$ cat src/rtl/sw_ctrl_pkg.sv
// Shared types and constants for the stopwatch button front-end.
package sw_ctrl_pkg;

    typedef enum logic [1:0] {
        ZERO,
        WAIT1,
        ONE,
        WAIT0
    } db_state_e;

    localparam logic G_RST = 1'b0;
    localparam logic U_RST = 1'b1;
    localparam logic P_RST = 1'b0;

    localparam int DB_TICKS_DEF = 2_000_000;

endpackage

$ cat src/rtl/db_fsm.sv
// One button channel: 2-flop synchronizer, debounce FSM and one-cycle press event.
module db_fsm
    import sw_ctrl_pkg::*;
#(
    parameter int DB_TICKS = DB_TICKS_DEF
) (
    input  logic clk,
    input  logic reset_n,
    input  logic btn_i,
    output logic press_o
);

    localparam int CNT_W = (DB_TICKS > 1) ? $clog2(DB_TICKS) : 1;
    localparam logic [CNT_W-1:0] CNT_LAST = CNT_W'(DB_TICKS - 1);

    logic [1:0]       sync_q;
    logic [1:0]       sync_d;
    logic             btn_s;
    db_state_e        state_q;
    logic [CNT_W-1:0] cnt_q;
    logic             press_q;

    always_comb begin
        sync_d = {sync_q[0], btn_i};
    end

    assign btn_s = sync_q[1];

    always_ff @(posedge clk) begin
        if (!reset_n) begin
            sync_q <= 2'b00;
        end else begin
            sync_q <= sync_d;
        end
    end

    // Press fires only on the ZERO->ONE path; release is silent.
    always_ff @(posedge clk) begin
        if (!reset_n) begin
            state_q <= ZERO;
            cnt_q   <= '0;
            press_q <= 1'b0;
        end else begin
            press_q <= 1'b0;
            case (state_q)
                ZERO: begin
                    if (btn_s) begin
                        state_q <= WAIT1;
                        cnt_q   <= '0;
                    end
                end
                WAIT1: begin
                    if (!btn_s) begin
                        state_q <= ZERO;
                    end else if (cnt_q == CNT_LAST) begin
                        state_q <= ONE;
                        press_q <= 1'b1;
                    end else begin
                        cnt_q <= cnt_q + CNT_W'(1);
                    end
                end
                ONE: begin
                    if (!btn_s) begin
                        state_q <= WAIT0;
                        cnt_q   <= '0;
                    end
                end
                WAIT0: begin
                    if (btn_s) begin
                        state_q <= ONE;
                    end else if (cnt_q == CNT_LAST) begin
                        state_q <= ZERO;
                    end else begin
                        cnt_q <= cnt_q + CNT_W'(1);
                    end
                end
                default: begin
                    state_q <= ZERO;
                    cnt_q   <= '0;
                end
            endcase
        end
    end

    assign press_o = press_q;

endmodule

$ cat src/rtl/sw_button_ctrl.sv
// Stopwatch button front-end: four debounced buttons driving the g/c/u/p control register.
module sw_button_ctrl
    import sw_ctrl_pkg::*;
#(
    parameter int DB_TICKS = DB_TICKS_DEF
) (
    input  logic clk,
    input  logic reset_n,
    input  logic btn_go,
    input  logic btn_clr,
    input  logic btn_up,
    input  logic btn_lap,
    output logic g,
    output logic c,
    output logic u,
    output logic p
);

    logic go_ev, clr_ev, up_ev, lap_ev;
    logic g_q, c_q, u_q, p_q;
    logic g_d, c_d, u_d, p_d;

    db_fsm #(.DB_TICKS(DB_TICKS)) u_db_go  (.clk(clk), .reset_n(reset_n), .btn_i(btn_go),  .press_o(go_ev));
    db_fsm #(.DB_TICKS(DB_TICKS)) u_db_clr (.clk(clk), .reset_n(reset_n), .btn_i(btn_clr), .press_o(clr_ev));
    db_fsm #(.DB_TICKS(DB_TICKS)) u_db_up  (.clk(clk), .reset_n(reset_n), .btn_i(btn_up),  .press_o(up_ev));
    db_fsm #(.DB_TICKS(DB_TICKS)) u_db_lap (.clk(clk), .reset_n(reset_n), .btn_i(btn_lap), .press_o(lap_ev));

    // Clear wins over go/lap in the same cycle; direction is never cleared.
    always_comb begin
        g_d = g_q;
        c_d = 1'b0;
        u_d = u_q;
        p_d = p_q;
        if (go_ev)  g_d = ~g_q;
        if (up_ev)  u_d = ~u_q;
        if (lap_ev) p_d = ~p_q;
        if (clr_ev) begin
            c_d = 1'b1;
            g_d = 1'b0;
            p_d = 1'b0;
        end
    end

    always_ff @(posedge clk) begin
        if (!reset_n) begin
            g_q <= G_RST;
            c_q <= 1'b0;
            u_q <= U_RST;
            p_q <= P_RST;
        end else begin
            g_q <= g_d;
            c_q <= c_d;
            u_q <= u_d;
            p_q <= p_d;
        end
    end

    assign g = g_q;
    assign c = c_q;
    assign u = u_q;
    assign p = p_q;

endmodule

$ cat config.mk
export PLATFORM = sky130hd
export DESIGN_NAME = sw_button_ctrl
export DESIGN_NICKNAME = d
export VERILOG_FILES = /design/src/rtl/sw_ctrl_pkg.sv /design/src/rtl/db_fsm.sv /design/src/rtl/sw_button_ctrl.sv
export SDC_FILE = /design/constraint.sdc
export NUM_CORES = 1
export LEC_CHECK = 0
export ABC_AREA = 1
export CORE_ASPECT_RATIO = 0.5
export CORE_MARGIN = 3
export CORE_UTILIZATION = 42
export DETAILED_ROUTE_END_ITERATION = 7
export DONT_BUFFER_PORTS = 1
export GPL_TIMING_DRIVEN = 0
export PLACE_DENSITY_LB_ADDON = 0.2
export SYNTH_ARGS = -nofsm -noshare
export SYNTH_HDL_FRONTEND = slang
export SYNTH_SLANG_ARGS = --single-unit
$ cat constraint.sdc
create_clock -name clk -period 4.1 [get_ports clk]
set_input_delay 1.025 -clock clk [delete_from_list [all_inputs] [get_ports clk]]
set_output_delay 1.025 -clock clk [all_outputs]
set_load 0.01 [all_outputs]
==> metrics.txt <==
outcome finished, final reports clean; layout cells sized above 1 7.987%; syn nets 933; combinational family with the most area after synthesis simple AND/OR/NAND/NOR gates; main flop type after synthesis dfxtp_1; Sink Count 108; Gate Count Post-Synth 923; hold slack 0.4182 ns; Reg clk slew, reported paths 0.07 ns; Antenna Diode Count 0; number of CTS-inserted buffers 9; post-synthesis compound-gate area fraction 7.515%; Peak Freq 468.2 MHz; P&R area growth vs syn 9.047%; multiplexer share of the synthesized area 0%; via count 5,419; Max Transition Viols Final 0; post-synthesis cell area 5961 um2; Period Utilization, post-route 52.09%; Worst-Margin Slew 0.6313 ns; Worst slew margin 57.77%; total power 2.029 mW; Root Driver clkbuf_16; WHS Endpoint u_db_clr.sync_q[1]$_SDFF_PN0_; Seq/Total Area, Yosys 36.27%; most common cell after layout, fill and taps aside nand2_1; remaining global-route overflow 0; Max Root-Sink Buffers 2; most frequent cells in the layout nand2_1 (250), nor2_1 (164), inv_1 (114), dfxtp_1 (108), nand3_1 (72); Initial Utilization 43.51%; worst skew pair latency 0.35 ns; number of port buffers 0; initial DRC count 319; Crit Path Class in -> reg; ys async rst share 0%; # rows 30; RSZ-0062 raised after global routing no; CP arrival 2.42 ns; CP required 4.38 ns; crit start category primary input; DIE AREA 15,740 um2; # H-tree levels 3; worst r2r src u_db_go.cnt_q[0]$_SDFFE_PN0P_; max_cap viols 0; Final Skew 0.01047 ns; Core Area 13,700 um2; first-pass GRT wire length 23,080 um; layout net count 944; RePlAce Congestion 0.8347; adder-cell share of the synthesized area 0.8396%; HP Start u_db_clr.sync_q[0]$_SDFF_PN0_; Hold Fails Final Rpt 0; Avg Cell Area, Syn 6.458 um2; dpl hpwl 9518 um; CTS tree built; All-Layer GR Usage 17.31%; post-CTS resize count 0; type of the tightest min-delay check reg -> reg; worst-path fanout max 10; Hold Path Cell Cnt 2; Routed Antenna Nets 0; largest net degree at the start of global routing 19; Warnings, synthesis 0; DR pass1 iterations 5; vias in the first global route 4,910; min Tclk post-route 2.136 ns; post-DR wirelength/cell 11.54 um; DRT Wirelength 13,050 um; placed insts 1,115; Reg2Reg Setup Slack 2.13 ns; Synth Area in Simple Gates 41.86%; LEAKAGE 2.338 nW; Die Height 90.24 um; DR DRC count 0; Post-Synth XOR/XNOR Area 3.338%; R2R depth 8; antenna violations before repair 0; EDFF count, synth 0; Post-CTS Hold Buffers 0; CP endpoint kind flip-flop; TNS Setup 0 ns; Post-CTS Setup Inserts 0; R2R Path End u_db_go.cnt_q[0]$_SDFFE_PN0P_; worst IR drop on VDD 0.1950 mV; Unique masters post-synth 37; final setup vio count 0; Die W 174.5 um; post-synthesis register bit count 108; via/cell ratio 4.791; Final Non-Filler Cells 1,131; Top-Level Pins 10; pwr/cell area 312.2 nW/um2
[area by class of cell]
cell class | instances | area (um2)
plain buffers | 21 | 150.1
multi-input cells | 673 | 3192
inverters | 121 | 456.7
fillers | 1436 | 7201
well taps | 192 | 240.2
clock buffers | 9 | 225.2
flip-flops and latches | 108 | 2162
clock inverters | 7 | 73.82
[kinds of logic after synthesis]
kind of cell,Yosys count
adders and majority gates,4
buffers and inverters,142
AOI/OAI and AO/OA,79
xor gates and xnor gates,21
and+or+nand+nor,569
DFF,108
[state kept, by name, indices dropped and copies added, names as in the netlist, named ones only]
signal,count
u_db_clr.sync_q,2
c,1
u_db_clr.press_o,1
u_db_lap.cnt_q,21
u_db_lap.sync_q,2
u_db_clr.cnt_q,21
p,1
u,1
u_db_up.state_q,1
u_db_up.sync_q,2
u_db_up.press_o,1
g,1
u_db_go.cnt_q,21
u_db_lap.press_o,1
u_db_lap.state_q,1
u_db_go.sync_q,2
u_db_up.cnt_q,21
u_db_clr.state_q,1
u_db_go.state_q,1
u_db_go.press_o,1
[synth_stat cells (9+ instances only)]
| library cell | number | area share, % |
|---|---|---|
| nand2_1 | 250 | 16 |
| nor2_1 | 164 | 10 |
| inv_1 | 114 | 7.2 |
| dfxtp_1 | 108 | 36 |
| nand3_1 | 72 | 6.0 |
| a21oi_1 | 38 | 3.2 |
| nor3_1 | 23 | 1.9 |
| o21ai_0 | 22 | 1.8 |
| nand4_1 | 21 | 2.2 |
| xor2_1 | 13 | 1.9 |
| o21bai_1 | 9 | 1.1 |
[per-layer routing]
layer | track usage [%] | up-vias | share of wire [%]
met5 | 0 | - | 0
met4 | 3.877 | 0 | 0.81
met3 | 3.502 | 10 | 3.5
met2 | 26.43 | 55 | 42
met1 | 25.15 | 2419 | 54
li1 | - | 2935 | -
[report_power, final]
group | internal (mW) | total, mW | switching (mW)
Sequential | 1.05 | 1.06 | 0.00535
Clock | 0.478 | 0.891 | 0.413
Combinational | 0.0210 | 0.0787 | 0.0577
[critical path, stage by stage]
cell,delay (ns)
buf_2,0.20
inv_1,0.08
buf_2,0.22
a21oi_1,0.19
clkbuf_1,0.39
inv_1,0.15
a21oi_1,0.14
[worst max path at each step]
stage | to | from | slack, ns
2_1_floorplan | u_db_up.cnt_q[18]$_SDFFE_PN0P_ | reset_n | 2.04
3_3_place_gp | u_db_up.cnt_q[17]$_SDFFE_PN0P_ | reset_n | 1.53
3_5_place_dp | u_db_up.cnt_q[17]$_SDFFE_PN0P_ | reset_n | 1.56
4_1_cts | u_db_up.cnt_q[17]$_SDFFE_PN0P_ | reset_n | 1.92
5_1_grt | u_db_up.cnt_q[19]$_SDFFE_PN0P_ | reset_n | 1.77
6_report | u_db_up.cnt_q[17]$_SDFFE_PN0P_ | reset_n | 1.96
[through the flow]
step                      setup slack (ns)  utilization [%]  cell area (um2)
after floorplan                      2.038                -             5961
after global placement               1.535            45.26             6201
after detailed placement             1.560            45.26             6201
after CTS                            1.924            47.44             6500
after global routing                 1.772            47.44             6500
final                                1.964            47.44             6500
Note: power is estimated with default switching activity, not from simulation.
